### src/rtl/dsp_probe_pkg.sv
// Shared constants, FSM encoding and the saturating magnitude helper for the probe front end.
// Latency: n/a (declarations only).
// Backpressure: n/a.
package dsp_probe_pkg;

  localparam int TSW = 64;

  localparam logic [3:0] ST_IDLE  = 4'b0001;
  localparam logic [3:0] ST_ARMED = 4'b0010;
  localparam logic [3:0] ST_FIRED = 4'b0100;
  localparam logic [3:0] ST_HOLD  = 4'b1000;

  typedef enum logic [3:0] {
    S_IDLE  = ST_IDLE,
    S_ARMED = ST_ARMED,
    S_FIRED = ST_FIRED,
    S_HOLD  = ST_HOLD
  } state_e;

  // |x| for a dw-bit sample held sign-extended in 32 bits (dw < 32).
  // The most negative code saturates to the largest positive one.
  function automatic logic [31:0] abs_sat(input logic signed [31:0] x, input int dw);
    logic [31:0] lim;
    lim = (32'd1 << (dw - 1)) - 32'd1;
    if (x >= 0)
      return $unsigned(x);
    else if (x == -$signed(lim) - 32'sd1)
      return lim;
    else
      return $unsigned(-x);
  endfunction

endpackage

### src/rtl/dsp_probe_frontend_if.sv
// Bundles the DSP-side inputs and ILA-side probe outputs of the probe front end.
// Latency: n/a (wires only).
// Backpressure: none; the ILA samples every cycle.
interface dsp_probe_frontend_if #(
  parameter int NCHAN = 4,
  parameter int DW    = 16,
  parameter int ACCW  = 32,
  parameter int HOW   = 16
);
  logic [NCHAN*DW-1:0]   din;
  logic [NCHAN*ACCW-1:0] acc;
  logic [NCHAN-1:0]      acc_valid;
  logic                  arm;
  logic [NCHAN-1:0]      trig_mask;
  logic [DW-1:0]         trig_thresh;
  logic [HOW-1:0]        holdoff;

  logic [NCHAN*DW-1:0]   probe_din;
  logic [NCHAN*ACCW-1:0] probe_acc;
  logic                  probe_trig;
  logic [3:0]            probe_state;
  logic [63:0]           probe_ts;
  logic [63:0]           probe_evcnt;

  modport master (
    output din, acc, acc_valid, arm, trig_mask, trig_thresh, holdoff,
    input  probe_din, probe_acc, probe_trig, probe_state, probe_ts, probe_evcnt
  );

  modport slave (
    input  din, acc, acc_valid, arm, trig_mask, trig_thresh, holdoff,
    output probe_din, probe_acc, probe_trig, probe_state, probe_ts, probe_evcnt
  );
endinterface

### src/rtl/probe_pipe.sv
// Generic register delay line used to give every probe path the same latency.
// Latency: DEPTH cycles (DEPTH >= 1).
// Backpressure: none; shifts every cycle.
module probe_pipe #(
  parameter int W     = 1,
  parameter int DEPTH = 1
) (
  input  logic         clk,
  input  logic         rstn,
  input  logic [W-1:0] d_i,
  output logic [W-1:0] q_o
);

  logic [W-1:0] stage_q [DEPTH];

  // Shift register; stage 0 takes the input, the last stage drives the output.
  always_ff @(posedge clk or negedge rstn) begin
    if (!rstn) begin
      for (int i = 0; i < DEPTH; i++) stage_q[i] <= '0;
    end else begin
      stage_q[0] <= d_i;
      for (int i = 1; i < DEPTH; i++) stage_q[i] <= stage_q[i-1];
    end
  end

  assign q_o = stage_q[DEPTH-1];

endmodule

### src/rtl/dsp_probe_frontend.sv
// Conditions DSP samples/accumulators for the ILA and derives a qualified threshold trigger.
// Latency: PIPE cycles from din/acc to every probe output, trigger aligned with its sample.
// Backpressure: none; free-running, one sample per clk.
module dsp_probe_frontend
  import dsp_probe_pkg::*;
#(
  parameter int NCHAN = 4,
  parameter int DW    = 16,   // must be < 32 for abs_sat
  parameter int ACCW  = 32,
  parameter int PIPE  = 2,    // must be >= 2: hit register + FSM register
  parameter int HOW   = 16
) (
  input  logic clk,
  input  logic rstn,
  dsp_probe_frontend_if.slave bus
);

  logic [TSW-1:0]        ts_q;
  logic [NCHAN-1:0]      hit_d, hit_q;
  logic signed [31:0]    din_ext;
  logic [31:0]           thresh_ext;
  logic [NCHAN*ACCW-1:0] acc_hold_q;
  state_e                state_q, state_d;
  logic [3:0]            state_bits;
  logic [HOW-1:0]        hold_q, hold_d;
  logic [TSW-1:0]        evcnt_q, evcnt_d;

  assign thresh_ext = {{(32-DW){1'b0}}, bus.trig_thresh};

  // Free-running timestamp; wraps naturally at 2^64.
  always_ff @(posedge clk or negedge rstn) begin
    if (!rstn) ts_q <= '0;
    else       ts_q <= ts_q + 1'b1;
  end

  // Per-channel threshold hit on the saturated magnitude of the incoming sample.
  always_comb begin
    hit_d   = '0;
    din_ext = '0;
    for (int ch = 0; ch < NCHAN; ch++) begin
      din_ext   = {{(32-DW){bus.din[ch*DW+DW-1]}}, bus.din[ch*DW +: DW]};
      hit_d[ch] = bus.trig_mask[ch] && (abs_sat(din_ext, DW) >= thresh_ext);
    end
  end

  // Stage 1: register the hits so the FSM sees them one cycle after din.
  always_ff @(posedge clk or negedge rstn) begin
    if (!rstn) hit_q <= '0;
    else       hit_q <= hit_d;
  end

  // Hold the last strobed accumulator word per channel; this is also the first pipe stage.
  always_ff @(posedge clk or negedge rstn) begin
    if (!rstn) begin
      acc_hold_q <= '0;
    end else begin
      for (int ch = 0; ch < NCHAN; ch++)
        if (bus.acc_valid[ch]) acc_hold_q[ch*ACCW +: ACCW] <= bus.acc[ch*ACCW +: ACCW];
    end
  end

  // FSM, holdoff counter and event counter state.
  always_ff @(posedge clk or negedge rstn) begin
    if (!rstn) begin
      state_q <= S_IDLE;
      hold_q  <= '0;
      evcnt_q <= '0;
    end else begin
      state_q <= state_d;
      hold_q  <= hold_d;
      evcnt_q <= evcnt_d;
    end
  end

  // Trigger decision: disarm beats everything, hits are ignored outside ARMED.
  always_comb begin
    state_d = state_q;
    hold_d  = hold_q;
    evcnt_d = evcnt_q;
    unique case (state_q)
      S_IDLE: begin
        if (bus.arm) state_d = S_ARMED;
      end
      S_ARMED: begin
        if (!bus.arm)   state_d = S_IDLE;
        else if (|hit_q) state_d = S_FIRED;
      end
      S_FIRED: begin
        if (!bus.arm) begin
          state_d = S_IDLE;
          hold_d  = '0;
        end else if (bus.holdoff == '0) begin
          state_d = S_ARMED;
          hold_d  = '0;
        end else begin
          state_d = S_HOLD;
          hold_d  = bus.holdoff;
        end
      end
      S_HOLD: begin
        if (!bus.arm) begin
          state_d = S_IDLE;
          hold_d  = '0;
        end else if (hold_q <= {{(HOW-1){1'b0}}, 1'b1}) begin
          state_d = S_ARMED;
          hold_d  = '0;
        end else begin
          hold_d  = hold_q - 1'b1;
        end
      end
      default: begin
        state_d = S_IDLE;
        hold_d  = '0;
      end
    endcase
    // Count on the decision so the count is piped alongside the FIRED state.
    if (state_d == S_FIRED && evcnt_q != '1) evcnt_d = evcnt_q + 1'b1;
  end

  assign state_bits = state_d;

  // Alignment: din/ts enter at stage 0, acc after its hold register (stage 1),
  // state/evcnt as next-state from stage 1 -- all emerge PIPE cycles after din.
  probe_pipe #(.W(NCHAN*DW), .DEPTH(PIPE)) u_pipe_din (
    .clk(clk), .rstn(rstn), .d_i(bus.din), .q_o(bus.probe_din)
  );

  probe_pipe #(.W(TSW), .DEPTH(PIPE)) u_pipe_ts (
    .clk(clk), .rstn(rstn), .d_i(ts_q), .q_o(bus.probe_ts)
  );

  probe_pipe #(.W(NCHAN*ACCW), .DEPTH(PIPE-1)) u_pipe_acc (
    .clk(clk), .rstn(rstn), .d_i(acc_hold_q), .q_o(bus.probe_acc)
  );

  probe_pipe #(.W(4), .DEPTH(PIPE-1)) u_pipe_state (
    .clk(clk), .rstn(rstn), .d_i(state_bits), .q_o(bus.probe_state)
  );

  probe_pipe #(.W(TSW), .DEPTH(PIPE-1)) u_pipe_evcnt (
    .clk(clk), .rstn(rstn), .d_i(evcnt_d), .q_o(bus.probe_evcnt)
  );

  assign bus.probe_trig = (bus.probe_state == ST_FIRED);

endmodule

### src/flat_wrapper.sv
// flat-port wrapper written by rule: the top's interface ports become plain ports
module dsp_probe_frontend_flat import dsp_probe_pkg::*;
#(
  parameter int NCHAN = 4,
  parameter int DW    = 16,                              
  parameter int ACCW  = 32,
  parameter int PIPE  = 2,                                                
  parameter int HOW   = 16
)
  (clk, rstn, bus_din, bus_acc, bus_acc_valid, bus_arm, bus_trig_mask, bus_trig_thresh, bus_holdoff, bus_probe_din, bus_probe_acc, bus_probe_trig, bus_probe_state, bus_probe_ts, bus_probe_evcnt);
  dsp_probe_frontend_if #(.NCHAN(NCHAN), .DW(DW), .ACCW(ACCW), .HOW(HOW)) bus_i ();
  input  logic clk;
  input  logic rstn;
  input wire logic [$bits(bus_i.din)-1:0] bus_din;
  input wire logic [$bits(bus_i.acc)-1:0] bus_acc;
  input wire logic [$bits(bus_i.acc_valid)-1:0] bus_acc_valid;
  input wire logic [$bits(bus_i.arm)-1:0] bus_arm;
  input wire logic [$bits(bus_i.trig_mask)-1:0] bus_trig_mask;
  input wire logic [$bits(bus_i.trig_thresh)-1:0] bus_trig_thresh;
  input wire logic [$bits(bus_i.holdoff)-1:0] bus_holdoff;
  output wire logic [$bits(bus_i.probe_din)-1:0] bus_probe_din;
  output wire logic [$bits(bus_i.probe_acc)-1:0] bus_probe_acc;
  output wire logic [$bits(bus_i.probe_trig)-1:0] bus_probe_trig;
  output wire logic [$bits(bus_i.probe_state)-1:0] bus_probe_state;
  output wire logic [$bits(bus_i.probe_ts)-1:0] bus_probe_ts;
  output wire logic [$bits(bus_i.probe_evcnt)-1:0] bus_probe_evcnt;
  assign bus_i.din = bus_din;
  assign bus_i.acc = bus_acc;
  assign bus_i.acc_valid = bus_acc_valid;
  assign bus_i.arm = bus_arm;
  assign bus_i.trig_mask = bus_trig_mask;
  assign bus_i.trig_thresh = bus_trig_thresh;
  assign bus_i.holdoff = bus_holdoff;
  assign bus_probe_din = bus_i.probe_din;
  assign bus_probe_acc = bus_i.probe_acc;
  assign bus_probe_trig = bus_i.probe_trig;
  assign bus_probe_state = bus_i.probe_state;
  assign bus_probe_ts = bus_i.probe_ts;
  assign bus_probe_evcnt = bus_i.probe_evcnt;
  dsp_probe_frontend #(.NCHAN(NCHAN), .DW(DW), .ACCW(ACCW), .PIPE(PIPE), .HOW(HOW)) u_core (.clk(clk), .rstn(rstn), .bus(bus_i));
endmodule
### config.mk
export PLATFORM = sky130hd
export DESIGN_NAME = dsp_probe_frontend_flat
export DESIGN_NICKNAME = d
export VERILOG_FILES = /design/src/rtl/dsp_probe_pkg.sv /design/src/rtl/dsp_probe_frontend_if.sv /design/src/rtl/probe_pipe.sv /design/src/rtl/dsp_probe_frontend.sv /design/src/flat_wrapper.sv
export SDC_FILE = /design/constraint.sdc
export NUM_CORES = 1
export LEC_CHECK = 0
export ABC_AREA = 1
export BUFFER_PORTS_ARGS = -buffer_cell sky130_fd_sc_hd__buf_2
export CORE_AREA = 10 10 250 252
export DETAILED_ROUTE_END_ITERATION = 8
export DIE_AREA = 0 0 260 262
export PLACE_DENSITY = 0.76
export SLEW_MARGIN = 20
export SYNTH_ARGS = -nofsm -noshare
export SYNTH_HDL_FRONTEND = slang
export SYNTH_SLANG_ARGS = --single-unit
### constraint.sdc
create_clock -name clk -period 2 [get_ports clk]
set_input_delay 0 -clock clk [delete_from_list [all_inputs] [get_ports clk]]
set_output_delay 0 -clock clk [all_outputs]
set_load 0.005 [all_outputs]
### Yosys cells after proc, flatten, opt, wreduce, memory -nomap -nowiden

Index checks and enable logic that the tools add are counted.

| operators by class | value |
|---|---|
| $add $sub $neg | 7 |
| $lt $le $gt $ge | 9 |
| equality and inequality tests | 11 |
| muxes and demuxes | 21 |
| reductions and logical operators | 8 |

Operators with widths:

| kind | count |
|---|---|
| 32-bit two-way mux | 8 |
| 64-bit by 1-bit adder with 64-bit output, second input constant | 2 |
| 32-bit by 16-bit >= comparator with 1-bit output | 4 |
| 16-bit negator with 32-bit output | 4 |
| 16-bit equality test, second input constant | 4 |
| 16-bit by 1-bit >= comparator with 1-bit output, second input constant | 4 |
| 16-bit two-way mux | 4 |
| 64-bit != test, second input constant | 1 |
| 16-bit one-hot mux with 3 select lines | 1 |
| 4-bit two-way mux | 7 |
| 16-bit by 1-bit <= comparator with 1-bit output, second input constant | 1 |
| 16-bit logical NOT | 1 |
| 4-bit one-hot mux with 4 select lines | 1 |
| 16-bit by 1-bit subtractor with 16-bit output, second input constant | 1 |
| 4-bit by 3-bit equality test with 1-bit output, second input constant | 3 |
| 1-bit logical AND | 5 |
| 4-bit by 1-bit equality test with 1-bit output, second input constant | 1 |
| 4-bit by 2-bit equality test with 1-bit output, second input constant | 1 |
| 4-bit equality test, second input constant | 1 |
| 4-bit OR reduction | 1 |
| 2-bit OR reduction | 1 |

| word-level totals | value |
|---|---|
| flip-flop bits (word level) | 668 |
| word-level logic and storage cells | 71 |

### Longest topological paths before layout

| depth | value |
|---|---|
| depth in word-level cells | 6 |
| mapped depth | 24 |

### By module

Synthesis repeated with hierarchy kept, for this count alone.

| second synthesis, totals | value |
|---|---|
| cell total of the unflattened synthesis | 2826 |
| area total of the unflattened synthesis | 29932.5 um^2 |

By module, submodules not included:

| module | instances | cells an instance | area an instance (um^2) | sequential area each (um^2) |
|---|---|---|---|---|
| dsp_probe_frontend | 1 | 2246 | 17660.7 | 7008.0 |
| probe_pipe (u_core.u_pipe_din ...) | 2 | 192 | 3683.5 | 3203.1 |
| probe_pipe (u_core.u_pipe_acc) | 1 | 128 | 3203.1 | 3203.1 |
| probe_pipe (u_core.u_pipe_evcnt) | 1 | 64 | 1601.5 | 1601.5 |
| probe_pipe (u_core.u_pipe_state) | 1 | 4 | 100.1 | 100.1 |

### Worst setup path after synthesis

Ideal clock, no wire load.

| timing | value |
|---|---|
| path kind | in2reg |
| start point | input port bus_din[0] |
| end point | register u_core.hit_q[0] |
| setup time | 113 ps |
| arrival | 2636 ps |
| required time | 1887 ps |
| setup slack | -749 ps |
| stages | 23 |
| cell sequence | inv_1 -> ha_1 -> nand3_1 -> nor3_1 -> nand4_1 -> nor3_1 -> nand3_1 -> ha_1 -> clkbuf_1 -> nand4_1 -> clkbuf_1 -> nand3_1 -> ha_1 -> nand2_1 -> inv_1 -> o21ai_0 -> nand2_1 -> nand2_1 -> nand3_1 -> a21oi_1 -> nand3_1 -> nand2_1 -> inv_1 |

| on the way | value |
|---|---|
| cells in the longest elaborated chain, start to end | 5 |
| elaborated cells between the ends (all ways) | 7 |

Ends and longest elaborated chain:

| element | RTL line | RTL |
|---|---|---|
| start, declared | flat_wrapper.sv:14 | `input wire logic [$bits(bus_i.din)-1:0] bus_din;` |
| 16-bit negator with 32-bit output / 16-bit equality test (equally long branches) | dsp_probe_pkg.sv:30, dsp_probe_pkg.sv:27 |  |
| 32-bit two-way mux | dsp_probe_pkg.sv:27 | `else if (x == -$signed(lim) - 32'sd1)` |
| 32-bit two-way mux * | dsp_probe_pkg.sv:25 | `if (x >= 0)` |
| 32-bit by 16-bit >= comparator with 1-bit output * | dsp_probe_frontend.sv:42 | `hit_d[ch] = bus.trig_mask[ch] && (abs_sat(din_ext, DW) >= thresh_ext);` |
| 1-bit logical AND * | dsp_probe_frontend.sv:42 |  |
| named net u_core.hit_d[0] | dsp_probe_frontend.sv:19 | `logic [NCHAN-1:0] hit_d, hit_q;` |
| end signal, assigned | dsp_probe_frontend.sv:49 | `else hit_q <= hit_d;` |
| end, declared | dsp_probe_frontend.sv:19 |  |

The timed path passes the listed nets; every way through them passes the cells marked *.
A chain may end at the register's enable or synchronous reset.

### Worst setup path after layout

Ends and elaborated chain as after synthesis.

==> results by group <==
Yosys
  • Netlist Area Pre-Place: 28400 um2
  • Syn Nets: 3072
  • Synth top area share: 58.5%
  • FFs w/ async S/R, synth: 100%
  • Post-synthesis register bit count: 665
  • Area contributors post-synth: dfrtp_1, nand2_1, mux2_2
  • Yosys cell types: 47
  • Register area share after synthesis: 58.6%
  • EDFF count, synth: 0
  • Ys flop type: dfrtp_1
  • Area leader, netlist: dfrtp_1
  • Post-synthesis cell count: 2757
  • Average cell area after synthesis: 10.3 um2
  • Synth Warn #: 0

Min path
  • Hold Path Origin: bus_din[0]
  • Hold path endpoint: u_core.u_pipe_din.stage_q[64]
  • Min-Delay Path Class: primary input to flip-flop
  • Worst hold path depth: 2

Global route
  • All-layer global routing usage: 28.9%
  • Pin count of the biggest net entering global routing: 71
  • Initial antenna violation count: 2
  • First-pass GRT wire length: 151000 um
  • Congestion Overflow GR: 0
  • Number of global-route vias before repair: 25100

Drt
  • ANT nets after route: 0
  • Final WL: 101000 um
  • Drt drc: 0
  • Starting DRC count in detailed routing: 1770
  • Via density: 5.25
  • Vias after detailed routing: 24000
  • Routed len/inst: 22.1 um
  • Drt pass-1 iters: 5

Job
  • Total of max-cap violations: 0

Floorplan
  • Site Rows: 88
  • Die footprint: 68100 um2
  • Die X: 260 um
  • Starting Density: 49.5%
  • DIE HEIGHT: 262 um
  • Core area: 57400 um2
  • IO Pins: 560

STA
  • # setup viols final: 1
  • Setup TNS: -76.7 ps
  • FMAX: 482 MHz
  • Post-route setup slack: -76.7 ps
  • Period utilisation layout: 104%
  • Slew Limit Fails: 0
  • Worst-margin pin slew: 887 ps
  • Unrepaired setup endpoints after global routing: yes
  • Hold Violations, Final: 0
  • Worst slew margin: 40.9%
  • Hold WS: 86.3 ps
  • Clock skew: 35.1 ps
  • Post-route minimum period: 2080 ps

Clock network
  • Root buf cell: clkbuf_16
  • CTS Buf Count: 69
  • # clock sinks: 665
  • H-tree levels: 3
  • Clock Latency Late Sink: 620 ps
  • Worst-path clk slew: 60 ps
  • CTS tree: built
  • Clock Path Buffers: 3

Final layout
  • Commonest non-fill, non-tap cell in the layout: dfrtp_1
  • Layout cells sized above 1: 34.0%
  • Fin nets: 4064
  • Fin util: 68.1%
  • Commonest cells after routing, fill and taps aside: dfrtp_1, nand2_1, buf_2
  • Area Growth Syn to Fin: 37.6%

Outcome
  • Status: finished with violations
  • Failing checks: negative setup slack

Power
  • Peak supply drop: 0.000847 V
  • P_leak: 19.3 nW
  • Total power: 33.9 mW
  • PwrDens: 869 nW/um2

Place
  • DP HPWL: 68600 um
  • Gpl congestion: 1.02
  • Post-place setup slack: -857 ps
  • IO Port Bufs: 559

Worst setup path
  • Worst r2r dst: u_core.evcnt_q[9]
  • CP Class: primary input to flip-flop
  • FF-to-FF setup slack: 110 ps
  • Crit start category: primary input
  • Worst Path Arrival: 2570 ps
  • Worst setup EP type: flip-flop
  • CP required: 2500 ps
  • R2R cell count: 13
  • Worst Path Max Fanout: 6
  • Reg-to-reg critical path startpoint: u_core.evcnt_q[1]
-- cell usage after synthesis, drive strengths merged, types with 36 or more instances --
cell type,instances
dfrtp,664
nor2,258
nand2,591
buf,156
nand3,183
inv,233
xor2,93
mux2,128
nor3,79
xnor2,36
ha,80
o21ai,68
nand4,56
-- per-layer routing --
metal | share of wire [%] | vias to the layer above | GRT usage (%)
li1 | - | 10800 | -
met1 | 37 | 11700 | 32.9
met2 | 50 | 1186 | 50.1
met3 | 7.4 | 326 | 5.84
met4 | 6.2 | 2 | 17.3
met5 | 0.012 | - | 0
-- where the power goes --
part	total [mW]	internal, mW	switching (mW)	leakage (nW)
clock	13.9	8.08	5.78	1.21
combinational	5.00	2.31	2.69	9.83
sequential	15.1	14.4	0.714	8.29
total	33.9	24.8	9.18	19.3
-- critical path: stages --
cell and delay [ps]:
buf_4 130, inv_8 50, ha_4 140, nand3_4 80
buf_4 140, buf_4 130, nor2_1 350, nand2_1 150
o21ai_0 240, nand2_1 80, o21ai_1 90, ha_1 270
a21o_1 170, a21oi_1 140, nand3_1 90, a21oi_1 120
nand3_1 90, nand2_1 70, inv_1 40
-- worst max-delay path by stage --
stage | start | end | slack, ps
floorplan | bus_din[1] | u_core.hit_q[0] | -510
global placement | bus_din[1] | u_core.hit_q[0] | -890
detailed placement | bus_din[1] | u_core.hit_q[0] | -860
CTS | u_core.evcnt_q[52] | u_core.evcnt_q[6] | 2
global route | bus_din[0] | u_core.hit_q[0] | -230
finish | bus_din[0] | u_core.hit_q[0] | -80
-- registers in the layout, summed over array words and instances, names as in the netlist --
| signal | flops |
|---|---|
| u_core.acc_hold_q | 128 |
| u_core.evcnt_q | 64 |
| u_core.hit_q | 4 |
| u_core.hold_q | 16 |
| u_core.state_q | 4 |
| u_core.ts_q | 64 |
| u_core.u_pipe_acc.q_o | 128 |
| u_core.u_pipe_din.q_o | 64 |
| u_core.u_pipe_din.stage_q | 64 |
| u_core.u_pipe_state.q_o | 1 |
| u_core.u_pipe_ts.q_o | 64 |
| u_core.u_pipe_ts.stage_q | 64 |
-- logic make-up (layout without fill, tap and decap cells) --
family / after synthesis / after routing / share of synthesized area, %
DFF: 665 / 665 / 58.6
muxes: 128 / 128 / 5.08
AOI/OAI and AO/OA: 125 / 125 / 2.67
buffers and inverters: 407 / 1455 / 7.39
adders and majority gates: 80 / 80 / 3.53
other: 0 / 1 / 0
xor gates and xnor gates: 129 / 129 / 3.98
and+or+nand+nor: 1223 / 1223 / 18.7
-- through the flow --
step | area (um2) | instances
3_5_place_dp | 33800 | 4203
4_1_cts | 38700 | 4560
6_report | 39100 | 4571
2_1_floorplan | 28900 | 2757
5_1_grt | 39100 | 4571
3_3_place_gp | 33800 | 4203
-- final cells by class --
| type | instances | area, um2 |
|---|---|---|
| Fill cell | 3950 | 18300 |
| Sequential cell | 665 | 16600 |
| Multi-Input combinational cell | 1685 | 10300 |
| Timing Repair Buffer | 1095 | 7720 |
| Clock buffer | 92 | 1950 |
| Tap cell | 765 | 957 |
| Inverter | 233 | 950 |
| Clock inverter | 35 | 513 |
| Antenna cell | 1 | 2.50 |
-- repair_timing --
item                                   in CTS  in global routing
endpoints found under the hold margin     883                  3
resized for setup                          10                 74
gates cloned                                0                  3
buffers inserted                            2                  7
setup endpoints to repair                   5                 72
hold buffers                              228                  3
pin swaps                                  12                 28
No activity file was read; power rests on OpenSTA's default activity.
